[config.mk]
export PLATFORM = sky130hd
export DESIGN_NAME = seq_detect_param
export DESIGN_NICKNAME = d
export VERILOG_FILES = /design/src/rtl/seq_detect_param_pkg.sv /design/src/rtl/seq_detect_param_sat_counter.sv /design/src/rtl/seq_detect_param.sv
export SDC_FILE = /design/constraint.sdc
export NUM_CORES = 1
export LEC_CHECK = 0
export BUFFER_PORTS_ARGS = -buffer_cell sky130_fd_sc_hd__buf_4
export CORE_UTILIZATION = 51
export CTS_CLUSTER_SIZE = 40
export DETAILED_ROUTE_END_ITERATION = 8
export PLACE_DENSITY = 0.87
export SYNTH_ARGS = -nofsm -noshare
export SYNTH_HDL_FRONTEND = slang
export SYNTH_SLANG_ARGS = --single-unit
[constraint.sdc]
create_clock -name clk -period 2.9 [get_ports clk]
set_input_delay 0.435 -clock clk [delete_from_list [all_inputs] [get_ports clk]]
set_output_delay 0.435 -clock clk [all_outputs]
set_load 0.02 [all_outputs]
[src/rtl/seq_detect_param_pkg.sv]
// Shared constants and helpers for the serial pattern detector.
//   PAT_DEFAULT    : pattern loaded at reset (MSB is received first)
//   PAT_W_MIN/MAX  : supported pattern-length range
//   fill_w()       : width of a counter that must hold 0..pat_w
package seq_detect_param_pkg;

   localparam int         PAT_W_MIN   = 2;
   localparam int         PAT_W_MAX   = 16;
   localparam logic [3:0] PAT_DEFAULT = 4'b1010;

   function automatic int fill_w(input int pat_w);
      return $clog2(pat_w + 1);
   endfunction

endpackage

[src/rtl/seq_detect_param_sat_counter.sv]
// Saturating up-counter with a synchronous clear.
//   clk     : clock
//   rst_n   : synchronous active-low reset, highest priority
//   i_inc   : count up by one, holding at all-ones
//   i_clr   : clear; when i_inc is also high the result is 1
//   o_cnt   : current count
module sat_counter #(
   parameter int W = 8
) (
   input  logic         clk,
   input  logic         rst_n,
   input  logic         i_inc,
   input  logic         i_clr,
   output logic [W-1:0] o_cnt
);

   localparam logic [W-1:0] CNT_MAX = '1;

   logic [W-1:0] r_cnt;

   always_ff @(posedge clk) begin
      if (!rst_n) begin
         r_cnt <= '0;
      end else if (i_clr) begin
         r_cnt <= i_inc ? W'(1) : '0;
      end else if (i_inc && (r_cnt != CNT_MAX)) begin
         r_cnt <= r_cnt + W'(1);
      end
   end

   assign o_cnt = r_cnt;

endmodule

[src/rtl/seq_detect_param.sv]
// Serial pattern detector with a loadable pattern and a saturating
// match counter.
//   clk       : clock, all state updates on the rising edge
//   rst_n     : synchronous active-low reset
//   en        : qualifies sampling of in
//   in        : serial data bit
//   pat_load  : load pat_in as the active pattern and restart the history
//   pat_in    : new pattern, MSB is the first bit received
//   cnt_clr   : clear match_cnt
//   out       : registered one-cycle match pulse
//   match_cnt : saturating number of matches
//   fill      : number of valid history bits, 0..PAT_W
// PAT_W must lie within PAT_W_MIN..PAT_W_MAX.
module seq_detect_param
   import seq_detect_param_pkg::*;
#(
   parameter int               PAT_W    = 4,
   parameter logic [PAT_W-1:0] PAT_INIT = PAT_W'(PAT_DEFAULT),
   parameter bit               OVERLAP  = 1'b1,
   parameter int               CNT_W    = 8
) (
   input  logic                       clk,
   input  logic                       rst_n,
   input  logic                       en,
   input  logic                       in,
   input  logic                       pat_load,
   input  logic [PAT_W-1:0]           pat_in,
   input  logic                       cnt_clr,
   output logic                       out,
   output logic [CNT_W-1:0]           match_cnt,
   output logic [fill_w(PAT_W)-1:0]   fill
);

   localparam int                FILL_W   = fill_w(PAT_W);
   localparam logic [FILL_W-1:0] FILL_MAX = FILL_W'(PAT_W);

   logic [PAT_W-1:0]  r_hist;
   logic [PAT_W-1:0]  r_pat;
   logic [FILL_W-1:0] r_fill;
   logic              r_out;

   logic [PAT_W-1:0]  w_hist_next;
   logic [FILL_W-1:0] w_fill_next;
   logic              w_match;

   assign w_hist_next = {r_hist[PAT_W-2:0], in};
   assign w_fill_next = (r_fill == FILL_MAX) ? r_fill : r_fill + FILL_W'(1);

   // Compare against the post-shift history so the pulse lands exactly one
   // cycle after the final bit's sampling edge. A load in the same cycle
   // discards the incoming bit, so it can never produce a match.
   assign w_match = en && !pat_load &&
                    (w_hist_next == r_pat) && (w_fill_next == FILL_MAX);

   always_ff @(posedge clk) begin
      if (!rst_n) begin
         r_hist <= '0;
         r_pat  <= PAT_INIT;
         r_fill <= '0;
         r_out  <= 1'b0;
      end else if (pat_load) begin
         r_pat  <= pat_in;
         r_fill <= '0;
         r_out  <= 1'b0;
      end else if (en) begin
         r_hist <= w_hist_next;
         // Without overlap the next match must be built from fresh bits.
         r_fill <= (w_match && !OVERLAP) ? '0 : w_fill_next;
         r_out  <= w_match;
      end else begin
         r_out  <= 1'b0;
      end
   end

   sat_counter #(
      .W (CNT_W)
   ) u_cnt (
      .clk   (clk),
      .rst_n (rst_n),
      .i_inc (w_match),
      .i_clr (cnt_clr),
      .o_cnt (match_cnt)
   );

   assign out  = r_out;
   assign fill = r_fill;

endmodule

==> Word-level counts from Yosys, hierarchy flattened <==
Index checks and enable logic that the tools add are counted.
{ "op_classes": {"add_sub_neg": 2, "reduce_logical": 9, "n_eq_ne": 4, "bitwise": 3, "mux": 4} }
{ "ops": {"columns": ["op", "n"], "rows": [
  ["$mux 8", 2],
  ["$add 8x1->8 const B", 1],
  ["$ne 8x8->1 const B", 1],
  ["$eq 3x3->1 const B", 2],
  ["$eq 4x4->1", 1],
  ["$logic_and 1x1->1", 4],
  ["$add 3x1->3 const B", 1],
  ["$mux 3", 1],
  ["$not 1->1", 3],
  ["$reduce_or 3->1", 1],
  ["$reduce_and 2->1", 1],
  ["$reduce_bool 2->1", 1],
  ["$reduce_or 2->1", 1],
  ["$logic_not 1->1", 1],
  ["$mux 1", 1]
]} }
{ "totals": {"in_bits": 10, "elab_cells": 27, "regBits": 19, "output_inout_bits": 12} }

==> Longest topological paths before layout <==
Gate-level depths: netlist of the first run.
{ "logic_depth": {"ltp_word": 7, "depth_mapped": 8, "mapped_depth_nobuf": 7} }

==> By module <==
Synthesis of the first run repeated with hierarchy kept, for this count alone.
{ "unflattened": {"cells_unflattened": 105, "hier_area_um2": 953.4} }
{ "modules_own_cells": {"columns": ["mod", "seq_area_each_um2", "cells_per_inst", "instances", "area_each_um2"], "rows": [
  ["seq_detect_param", 220.2, 56, 1, 526.8],
  ["sat_counter", 160.2, 49, 1, 426.7]
]} }

==> Least setup slack after synthesis of the first run <==
No wires, ideal clock.
{ "synth_timing": {"path_kind": "reg-to-reg", "startpoint": "reg r_fill[0], in the netlist fill[0]", "endpoint": "reg u_cnt.r_cnt[5], in the netlist u_cnt.o_cnt[5]", "t_arrival_ps": 2482, "setup_ps": 70, "t_required_ps": 2830, "n_path_buf": 1, "stages_incl_launch_ff": 9, "slack_ps": 348, "period_less_slack_ps": 2552, "cell_sequence": "dfxtp_1 -> inv_1 -> ha_1 -> nor4b_1 -> a211oi_1 -> or4_4 -> buf_6 -> or4_1 -> a21oi_1"} }
{ "synth_between": {"elab_chain_len": 6, "elab_cells_between_ends": 7, "cone_classes": "add/sub (1); eq/ne (2); mux (1); reduce/logical (3)"} }
{ "synth_rtl": {"columns": ["element", "line_no", "rtl"], "rows": [
  ["from (decl)", "seq_detect_param.sv:39", "logic [FILL_W-1:0] r_fill;"],
  ["from (signal assigned)", "seq_detect_param.sv:68", "r_fill <= (w_match && !OVERLAP) ? '0 : w_fill_next;"],
  ["$add 3x1->3 / $eq 3x3->1 (equally long branches)", "seq_detect_param.sv:47", "assign w_fill_next = (r_fill == FILL_MAX) ? r_fill : r_fill + FILL_W'(1);"],
  ["$mux 3 (*)", "seq_detect_param.sv:47", null],
  ["$eq 3x3->1 (*)", "seq_detect_param.sv:53", "(w_hist_next == r_pat) && (w_fill_next == FILL_MAX);"],
  ["$logic_and 1x1->1 (*)", "seq_detect_param.sv:53", null],
  ["$logic_and 1x1->1 (*)", "seq_detect_param_sat_counter.sv:26", "end else if (i_inc && (r_cnt != CNT_MAX)) begin"],
  ["$reduce_bool 2->1 (no line) (*)", null, null],
  ["to (signal assigned)", "seq_detect_param_sat_counter.sv:25", "r_cnt <= i_inc ? W'(1) : '0;"],
  ["to (signal assigned)", "seq_detect_param_sat_counter.sv:27", "r_cnt <= r_cnt + W'(1);"],
  ["to (decl)", "seq_detect_param_sat_counter.sv:19", "logic [W-1:0] r_cnt;"]
]} }
Every way passes the cells marked *; elsewhere a longest branch is shown, timed or not.
A chain may end at the register's enable or synchronous reset.

==> Worst setup path in the final report of the first run <==
Same ends and word-level chain as after synthesis.

==> qor.yml, run 1 <==
sta:
  finalSetupViolCount: 0
  slew_viol_final: 0
  tns_ns: 0
  period_needed_ns: 2.53
  fmax_ghz: 0.395
  skew_ns: 0.00489
  relSlewSlack_pct: 48.6
  worst_pin_slew_ns: 0.764
  fin_ws_ns: 0.365
  hold_viol: 0
  period_share_pct: 87.4
  rsz0062_at_grt: "false"
grt:
  grt.total_usage_pct: 19.9
  grt_overflow: 0
  antenna_found_initial: 0
  grt_max_degree: 13
  grt_pass1_vias: 736
  grt_pass1_wl_mm: 3.03
setup_path:
  arrival_ns: 2.76
  worstSetupPathType: "reg -> reg"
  rr_startpoint: "fill[0]$_SDFFE_PP0P_"
  critPathLaunchType: "flip-flop"
  worst_r2r_path_depth: 7
  ff2ff_setup_slack_ns: 0.37
  cp-end-kind: "flip-flop"
  rr_endpoint: "u_cnt.o_cnt[5]$_SDFFE_PN0P_"
  crit_start: "fill[0]$_SDFFE_PP0P_"
  worst-endpoint-required_ns: 3.13
  crit_fanout: 12
pwr:
  p_int_uw: 341
  ir_drop_uv: 271
  p_seq_share_pct: 60.8
  p_comb_share_pct: 9.6
  sw_frac_of_total_pct: 23.6
  power.leakage_uw: 0.000438
  power_switching_uw: 105
  cellPowerDensity_nw_per_um2: 390
  power_uw: 446
  power_frac_clock_pct: 29.6
detailed_routing:
  firstDrtPassIters: 4
  drt_iter0_drc: 24
  drtAntennaViolNets: 0
  route.detailed.drc: 0
  wl_per_cell_um: 12.5
  vias_per_cell: 5.54
  drt_wl_total_mm: 1.87
  vias: 825
final_layout:
  final_area_um2: 1140
  num_antenna_cells: 0
  area_growth_pct: 18.1
  drive_gt1_share_pct: 21.8
  nets: 138
  fin_util_pct: 65.5
hold_path:
  hold_start: "pat_in[1]"
  hold_class: "in -> reg"
  min_path_cells: 3
  holdPathEnd: "r_pat[1]$_SDFFE_PN1P_"
place:
  place_ws_ns: 0.384
  placed_area_um2: 1120
  port_buffers: 21
  dp_hpwl_mm: 1.43
  routabilityCongestion: 0.782
floorplanning:
  ios: 22
  die_w_um: 45.6
  initial_core_util_pct: 55.5
  die_h_um: 45.6
  die_area_um2: 2080
  rows: 15
  fp.coreArea_um2: 1750
synth:
  synth-simple-area-share_pct: 26.4
  synthTopCellsByArea: "dfxtp_1 39%, mux2i_1 7.2%, a21oi_1 4.7%"
  ys_seq_elements: 19
  yosysTopAreaCell: "dfxtp_1"
  synth_area_um2: 968
  synth_flop_cell: "dfxtp_1"
  synthesis.nets: 117
  synth_enable_flop_cells: 0
  synth.area.mux_share_pct: 7.24
  syn_area_per_cell_um2: 9.31
  synthAdderAreaFrac_pct: 3.88
  synth_cells: 104
  yosysWarnings: 0
  yosysTopAreaCellShare_pct: 39.3
  yosys.cell_types.count: 30
  yosysSeqAreaShare_pct: 39.3
  async_flop_share_pct: 0
  synth_top_family_by_area: "simple AND/OR/NAND/NOR gates"
  synth-compound-area-share_pct: 13.3
  synth_xor_area_share_pct: 4.52
clocking:
  clkLatencyLatePin_ns: 0.29
  cts_tree: "yes"
  ctsResizeCount: 0
  clk_pin_slew_ns: 0.11
  cts-htree-levels: 1
  numCtsBuffers: 3
  ctsRootBufferMaster: "clkbuf_4"
  cts_num_sinks: 19
  clockBufferDepth: 2
  post_cts_buffers: 0
  hold_buffers: 0
outcome:
  status: "finished clean"
run:
  cap_violations: 0
[final cells by class]
type                            instances  area (um^2)
Timing Repair Buffer                   21          158
Sequential cell                        19          380
Inverter                                3         11.3
Fill cell                             164          602
Clock buffer                            3         22.5
Clock inverter                          1         5.00
Multi-Input combinational cell         77          536
Tap cell                               25         31.3
[metrics by stage]
step	hold slack (ns)	cells
final	0.349	149
after global routing	0.357	149
after CTS	0.344	149
after detailed placement	0.488	145
after global placement	0.475	145
after floorplan	0.463	104
[state kept, by name, indices dropped and copies added, names as in the netlist]
signal,flops
u_cnt.o_cnt,8
fill,3
r_pat,4
out,1
r_hist,3
[metal layers]
metal  track usage [%]  up-vias  routed length (um)
met5                 0        -                   0
li1                  -      418                   -
met4              9.09        0                  17
met2              32.6       24                 908
met1              25.6      379                 876
met3              2.78        4                  66
[layout by cell type, fill, tap and decap left out, types with 2 or more instances in the layout]
| master | netlist | layout |
|---|---|---|
| nor4bb_1 | 2 | 2 |
| nand3_1 | 6 | 6 |
| xnor2_1 | 4 | 4 |
| nand2_1 | 3 | 3 |
| dfxtp_1 | 19 | 19 |
| or4_1 | 4 | 4 |
| ha_1 | 3 | 3 |
| o31ai_1 | 3 | 3 |
| nor2b_1 | 6 | 6 |
| clkbuf_4 | 0 | 3 |
| a21boi_0 | 2 | 2 |
| o21ai_0 | 3 | 3 |
| nor4_1 | 3 | 3 |
| nor2_1 | 7 | 7 |
| mux2i_1 | 7 | 7 |
| buf_4 | 0 | 21 |
| a211oi_1 | 3 | 3 |
| a21oi_1 | 9 | 9 |
| inv_1 | 3 | 3 |
| nand2b_1 | 2 | 2 |
[worst max-delay path by stage]
stage,end,slack (ns),cells after the start
3_3_place_gp,u_cnt.o_cnt[3]$_SDFFE_PN0P_,0.49,7
2_1_floorplan,u_cnt.o_cnt[5]$_SDFFE_PN0P_,0.35,8
3_5_place_dp,u_cnt.o_cnt[5]$_SDFFE_PN0P_,0.38,7
6_report,u_cnt.o_cnt[5]$_SDFFE_PN0P_,0.37,7
4_1_cts,u_cnt.o_cnt[5]$_SDFFE_PN0P_,0.36,7
5_1_grt,u_cnt.o_cnt[5]$_SDFFE_PN0P_,0.28,7
[synthesized netlist by cell type, types with 2 or more instances]
cell type / n
ha_1: 3
nand2b_1: 2
nor2_1: 7
clkbuf_1: 2
buf_6: 3
a211oi_1: 3
nor2b_1: 6
o31ai_1: 3
or4_1: 4
mux2i_1: 7
a21oi_1: 9
nand2_1: 3
nor4_1: 3
o21ai_0: 3
dfxtp_1: 19
a21boi_0: 2
xnor2_1: 4
nor4bb_1: 2
inv_1: 3
nand3_1: 6
[power by group through the flow]
stage          sequential, uW  clock (uW)  combinational [uW]
5_1_grt                   272         146                47.0
3_5_place_dp              277           0                42.8
3_3_place_gp              277           0                41.4
4_1_cts                   271         136                43.0
2_1_floorplan             277           0                28.0
6_report                  271         132                42.8
[worst max-delay path, stage by stage (launching register included)]
cell      delay, ns
dfxtp_1        0.46
inv_1          0.07
ha_1           0.33
nor4b_1        0.30
a211oi_1       0.14
or4_4          0.50
or4_1          0.52
a21oi_1        0.15
[logic make-up (layout without fill, tap and decap cells)]
logic type	count (synthesis)	after routing
buffers and inverters	8	28
flip-flops	19	19
AO/OA/AOI/OAI	21	21
XOR/XNOR	5	5
multiplexers	7	7
adder cells (fa/ha/maj)	3	3
AND/OR/NAND/NOR	41	41
(Power assumes the default switching activity.)
==> run 2, diff against run 1 <==
- RECOVER_POWER: not set -> 25
==> run 2 against run 1 <==
  * Final cell count unchanged
  * Final area down 0.98%
  * Fmax about the same
  * Sequential cell count unchanged
  * Critical path depth unchanged
  * Critical endpoint unchanged
  * Global-route usage unchanged
  * First-iteration DRC count unchanged
  * Hold slack better by 0.00056 ns
  * Routed wire length up 0.16%
  * Clock skew down 0.00052 ns
  * Register-to-register slack about the same
==> qor.yml, run 2 (synthesis results as in run 1) <==
floorplanning:
  ios: 22
  die_h_um: 45.6
  die_area_um2: 2080
  rows: 15
  die_w_um: 45.6
  initial_core_util_pct: 55.5
  fp.coreArea_um2: 1750
sta:
  relSlewSlack_pct: 48.7
  fin_ws_ns: 0.365
  fmax_ghz: 0.394
  period_needed_ns: 2.54
  hold_viol: 0
  tns_ns: 0
  finalSetupViolCount: 0
  period_share_pct: 87.4
  rsz0062_at_grt: "false"
  slew_viol_final: 0
  skew_ns: 0.00437
  worst_pin_slew_ns: 0.763
detailed_routing:
  top_layer: "met4"
  drt_wl_total_mm: 1.87
  wl_per_cell_um: 12.6
  firstDrtPassIters: 4
  drt_iter0_drc: 24
  route.detailed.drc: 0
  wl_met3_um: 70
  wl_met2_um: 913
  vias_per_cell: 5.53
  vias: 824
  drtAntennaViolNets: 0
  wl_met1_um: 870
grt:
  grt_pass1_wl_mm: 3.03
  grt_pass1_vias: 736
  grt_max_degree: 13
  grt_overflow: 0
  antenna_found_initial: 0
  grt.total_usage_pct: 19.9
setup_path:
  critPathLaunchType: "flip-flop"
  crit_fanout: 12
  worstSetupPathType: "reg -> reg"
  arrival_ns: 2.76
  worst-endpoint-required_ns: 3.13
  cp-end-kind: "flip-flop"
final_layout:
  drive_gt1_share_pct: 20.2
  num_antenna_cells: 0
  seq_area_um2: 380
  area_growth_pct: 16.9
  fillCellCount: 166
  layout_common_cells: "20 x buf_4, 19 x dfxtp_1, 9 x a21oi_1"
  nets: 138
  multi_input_area_um2: 528
  layout_commonest_cell: "buf_4"
  largest_reg_flops: 8
pwr:
  power.leakage_uw: 0.000429
  cellPowerDensity_nw_per_um2: 392
  ir_drop_uv: 271
clocking:
  clk_pin_slew_ns: 0.11
  hold_buffers: 0
  numCtsBuffers: 3
  ctsResizeCount: 0
  clockBufferDepth: 2
  post_cts_buffers: 0
  cts-htree-levels: 1
  cts_tree: "yes"
  cts_num_sinks: 19
  ctsRootBufferMaster: "clkbuf_4"
  clkLatencyLatePin_ns: 0.29
place:
  routabilityCongestion: 0.782
  place_ws_ns: 0.384
  dp_hpwl_mm: 1.43
  port_buffers: 21
hold_path:
  hold_class: "in -> reg"
outcome:
  status: "finished clean"
run:
  cap_violations: 0
run 2: changes by cell type in the layout (fill, tap and decap cells not counted), sizes merged:
cell	change
buf	-1
clkbuf	+1
run 2: metal layers:
| metal | vias up | track usage (%) |
|---|---|---|
| met5 | - | 0 |
| met4 | 0 | 9.09 |
| met3 | 4 | 2.78 |
| met2 | 26 | 32.6 |
| met1 | 376 | 25.6 |
| li1 | 418 | - |
run 2: final cells by class:
cell class	count	share of cell area (%)
Clock buffer	3	1.99
Clock inverter	1	0.442
Inverter	3	0.994
Tap cell	25	2.76
Sequential cell	19	33.6
Timing Repair Buffer	21	13.6
Multi-Input combinational cell	77	46.6
run 2: worst max-delay path, cell delays in order, from the launching register on:
cell      delay (ns)
dfxtp_1         0.46
inv_1           0.07
ha_1            0.33
nor4b_1         0.30
a211oi_1        0.14
or4_4           0.50
or4_1           0.52
a21oi_1         0.15
run 2: worst paths after layout:
path | startpoint | endpoint | slack (ns) | cells after the start
setup reg to reg | fill[0]$_SDFFE_PP0P_ | u_cnt.o_cnt[5]$_SDFFE_PN0P_ | 0.36 | 7
hold reg to reg | u_cnt.o_cnt[5]$_SDFFE_PN0P_ | u_cnt.o_cnt[5]$_SDFFE_PN0P_ | 0.50 | 2
setup / recovery | fill[0]$_SDFFE_PP0P_ | u_cnt.o_cnt[5]$_SDFFE_PN0P_ | 0.36 | 7
hold / removal | pat_in[1] | r_pat[1]$_SDFFE_PN1P_ | 0.35 | 3
run 2: report_power, final:
part | internal [uW] | switching (uW)
clock network | 51.3 | 80.7
logic | 22.0 | 19.0
registers | 266 | 4.92
total | 339 | 105
run 2: stage by stage:
| step | std cells | cell area, um^2 | utilization, % | hold WS, ns | total power (uW) |
|---|---|---|---|---|---|
| 2_1_floorplan | 104 | 968 | - | 0.463 | 305 |
| 3_3_place_gp | 145 | 1120 | 63.9 | 0.475 | 318 |
| 6_report | 149 | 1130 | 64.9 | 0.349 | 444 |
| 3_5_place_dp | 145 | 1120 | 63.9 | 0.488 | 320 |
| 4_1_cts | 149 | 1140 | 65.5 | 0.344 | 450 |
| 5_1_grt | 149 | 1130 | 64.9 | 0.357 | 463 |
==> run 3, diff against run 2 <==
- CORE_UTILIZATION: 51 -> 55
- PLACE_DENSITY: 0.87 -> 0.92
- clock period: 2.9 -> 3.03 ns (I/O delays scaled with it)
==> run 3 against run 2 <==
  * Critical path depth stayed put
  * Routed wire length is 0.80% higher
  * Worst setup slack better by 0.066 ns
  * Sequential share of layout area is 0.38 points higher
  * Clock-buffer cell count is 1 higher
  * Final area is 1.1% lower
  * Die area is 7.0% lower
  * Register-to-register slack better by 0.07 ns
  * Clock power hardly changed
  * Fmax is 2.5% lower
  * First-iteration DRC count is 21% lower
  * Total power is 3.7% lower
  * Largest power group unchanged
==> qor.yml, run 3 (synthesis results as in run 1) <==
final_layout:
  largest_reg_flops: 8
  nets: 138
  area_growth_pct: 15.6
  layout_commonest_cell: "buf_4"
  layout_common_cells: "20 x buf_4, 19 x dfxtp_1, 9 x a21oi_1"
  drive_gt1_share_pct: 19.4
  num_antenna_cells: 0
clocking:
  clockBufferDepth: 2
  ctsRootBufferMaster: "clkbuf_4"
  hold_buffers: 0
  ctsResizeCount: 0
  cts-htree-levels: 1
  clk_pin_slew_ns: 0.10
  post_cts_buffers: 0
  clkLatencyLatePin_ns: 0.30
  cts_tree: "yes"
  cts_num_sinks: 19
  numCtsBuffers: 3
floorplanning:
  die_area_um2: 1930
  rows: 14
  die_w_um: 44.0
  die_h_um: 44.0
  initial_core_util_pct: 61.4
  ios: 22
  fp.coreArea_um2: 1580
detailed_routing:
  top_layer: "met4"
  drtAntennaViolNets: 0
  drt_iter0_drc: 19
  drt_wl_total_mm: 1.89
  wl_met3_um: 57
  wl_per_cell_um: 13.5
  vias_per_cell: 6.00
  wl_met1_um: 863
  wl_met2_um: 939
  route.detailed.drc: 0
  vias: 840
  firstDrtPassIters: 6
sta:
  rsz0062_at_grt: "false"
  tns_ns: 0
  hold_viol: 0
  worst_pin_slew_ns: 0.764
  fmax_ghz: 0.385
  period_share_pct: 85.8
  slew_viol_final: 0
  finalSetupViolCount: 0
  relSlewSlack_pct: 48.6
  period_needed_ns: 2.60
  skew_ns: 0.00354
grt:
  grt.total_usage_pct: 21.5
  antenna_found_initial: 0
  grt_pass1_vias: 716
  grt_max_degree: 13
  grt_pass1_wl_mm: 3.01
  grt_overflow: 0
setup_path:
  critPathLaunchType: "flip-flop"
  arrival_ns: 2.83
  crit_fanout: 12
  worst-endpoint-required_ns: 3.26
  cp-end-kind: "flip-flop"
  worstSetupPathType: "reg -> reg"
outcome:
  status: "finished clean"
pwr:
  cellPowerDensity_nw_per_um2: 382
  ir_drop_uv: 297
  power.leakage_uw: 0.000426
  power_uw: 428
place:
  port_buffers: 21
  dp_hpwl_mm: 1.46
  routabilityCongestion: 0.882
run:
  cap_violations: 0
hold_path:
  hold_class: "in -> reg"
run 3: layer usage:
metal,vias up,GRT usage (%)
met2,13,34.9
met1,402,25.8
li1,421,-
met5,-,0
met4,0,10.9
met3,4,6.25
run 3: where the power goes:
group	leakage, uW	switching [uW]	internal (uW)
registers	0.000154	4.75	255
logic	0.000257	18.0	21.0
clock network	0.0000150	77.7	51.4
run 3: worst max-delay path, stage by stage, from the launching register on:
cell and delay [ns]:
dfxtp_1 0.46, inv_1 0.07, ha_1 0.33, nor4b_1 0.30, a211oi_1 0.15, or4_4 0.51, or4_1 0.53, a21oi_1 0.18
run 3: cell type report:
type	count	area, um^2
multi-input cells	77	528
fillers	131	457
flip-flops and latches	19	380
repair buffers	21	154
clock buffers	4	26.3
well taps	16	20.0
inverters	3	11.3
run 3: final timing paths:
kind / start / end / slack (ns) / cells past startpoint
worst max register to register: fill[0]$_SDFFE_PP0P_ / u_cnt.o_cnt[3]$_SDFFE_PN0P_ / 0.43 / 7
worst min register to register: u_cnt.o_cnt[5]$_SDFFE_PN0P_ / u_cnt.o_cnt[5]$_SDFFE_PN0P_ / 0.51 / 2
worst min-delay path: pat_in[3] / r_pat[3]$_SDFFE_PN1P_ / 0.36 / 3
worst max-delay path: fill[0]$_SDFFE_PP0P_ / u_cnt.o_cnt[3]$_SDFFE_PN0P_ / 0.43 / 7
run 3: stage by stage:
step	worst slack, ns	std cells	hold slack (ns)	util [%]	instance area [um^2]
2_1_floorplan	0.478	104	0.463	-	968
5_1_grt	0.319	140	0.349	71.0	1120
3_3_place_gp	0.624	136	0.479	70.1	1100
6_report	0.431	140	0.364	71.0	1120
3_5_place_dp	0.459	136	0.490	70.1	1100
4_1_cts	0.461	140	0.357	71.7	1130
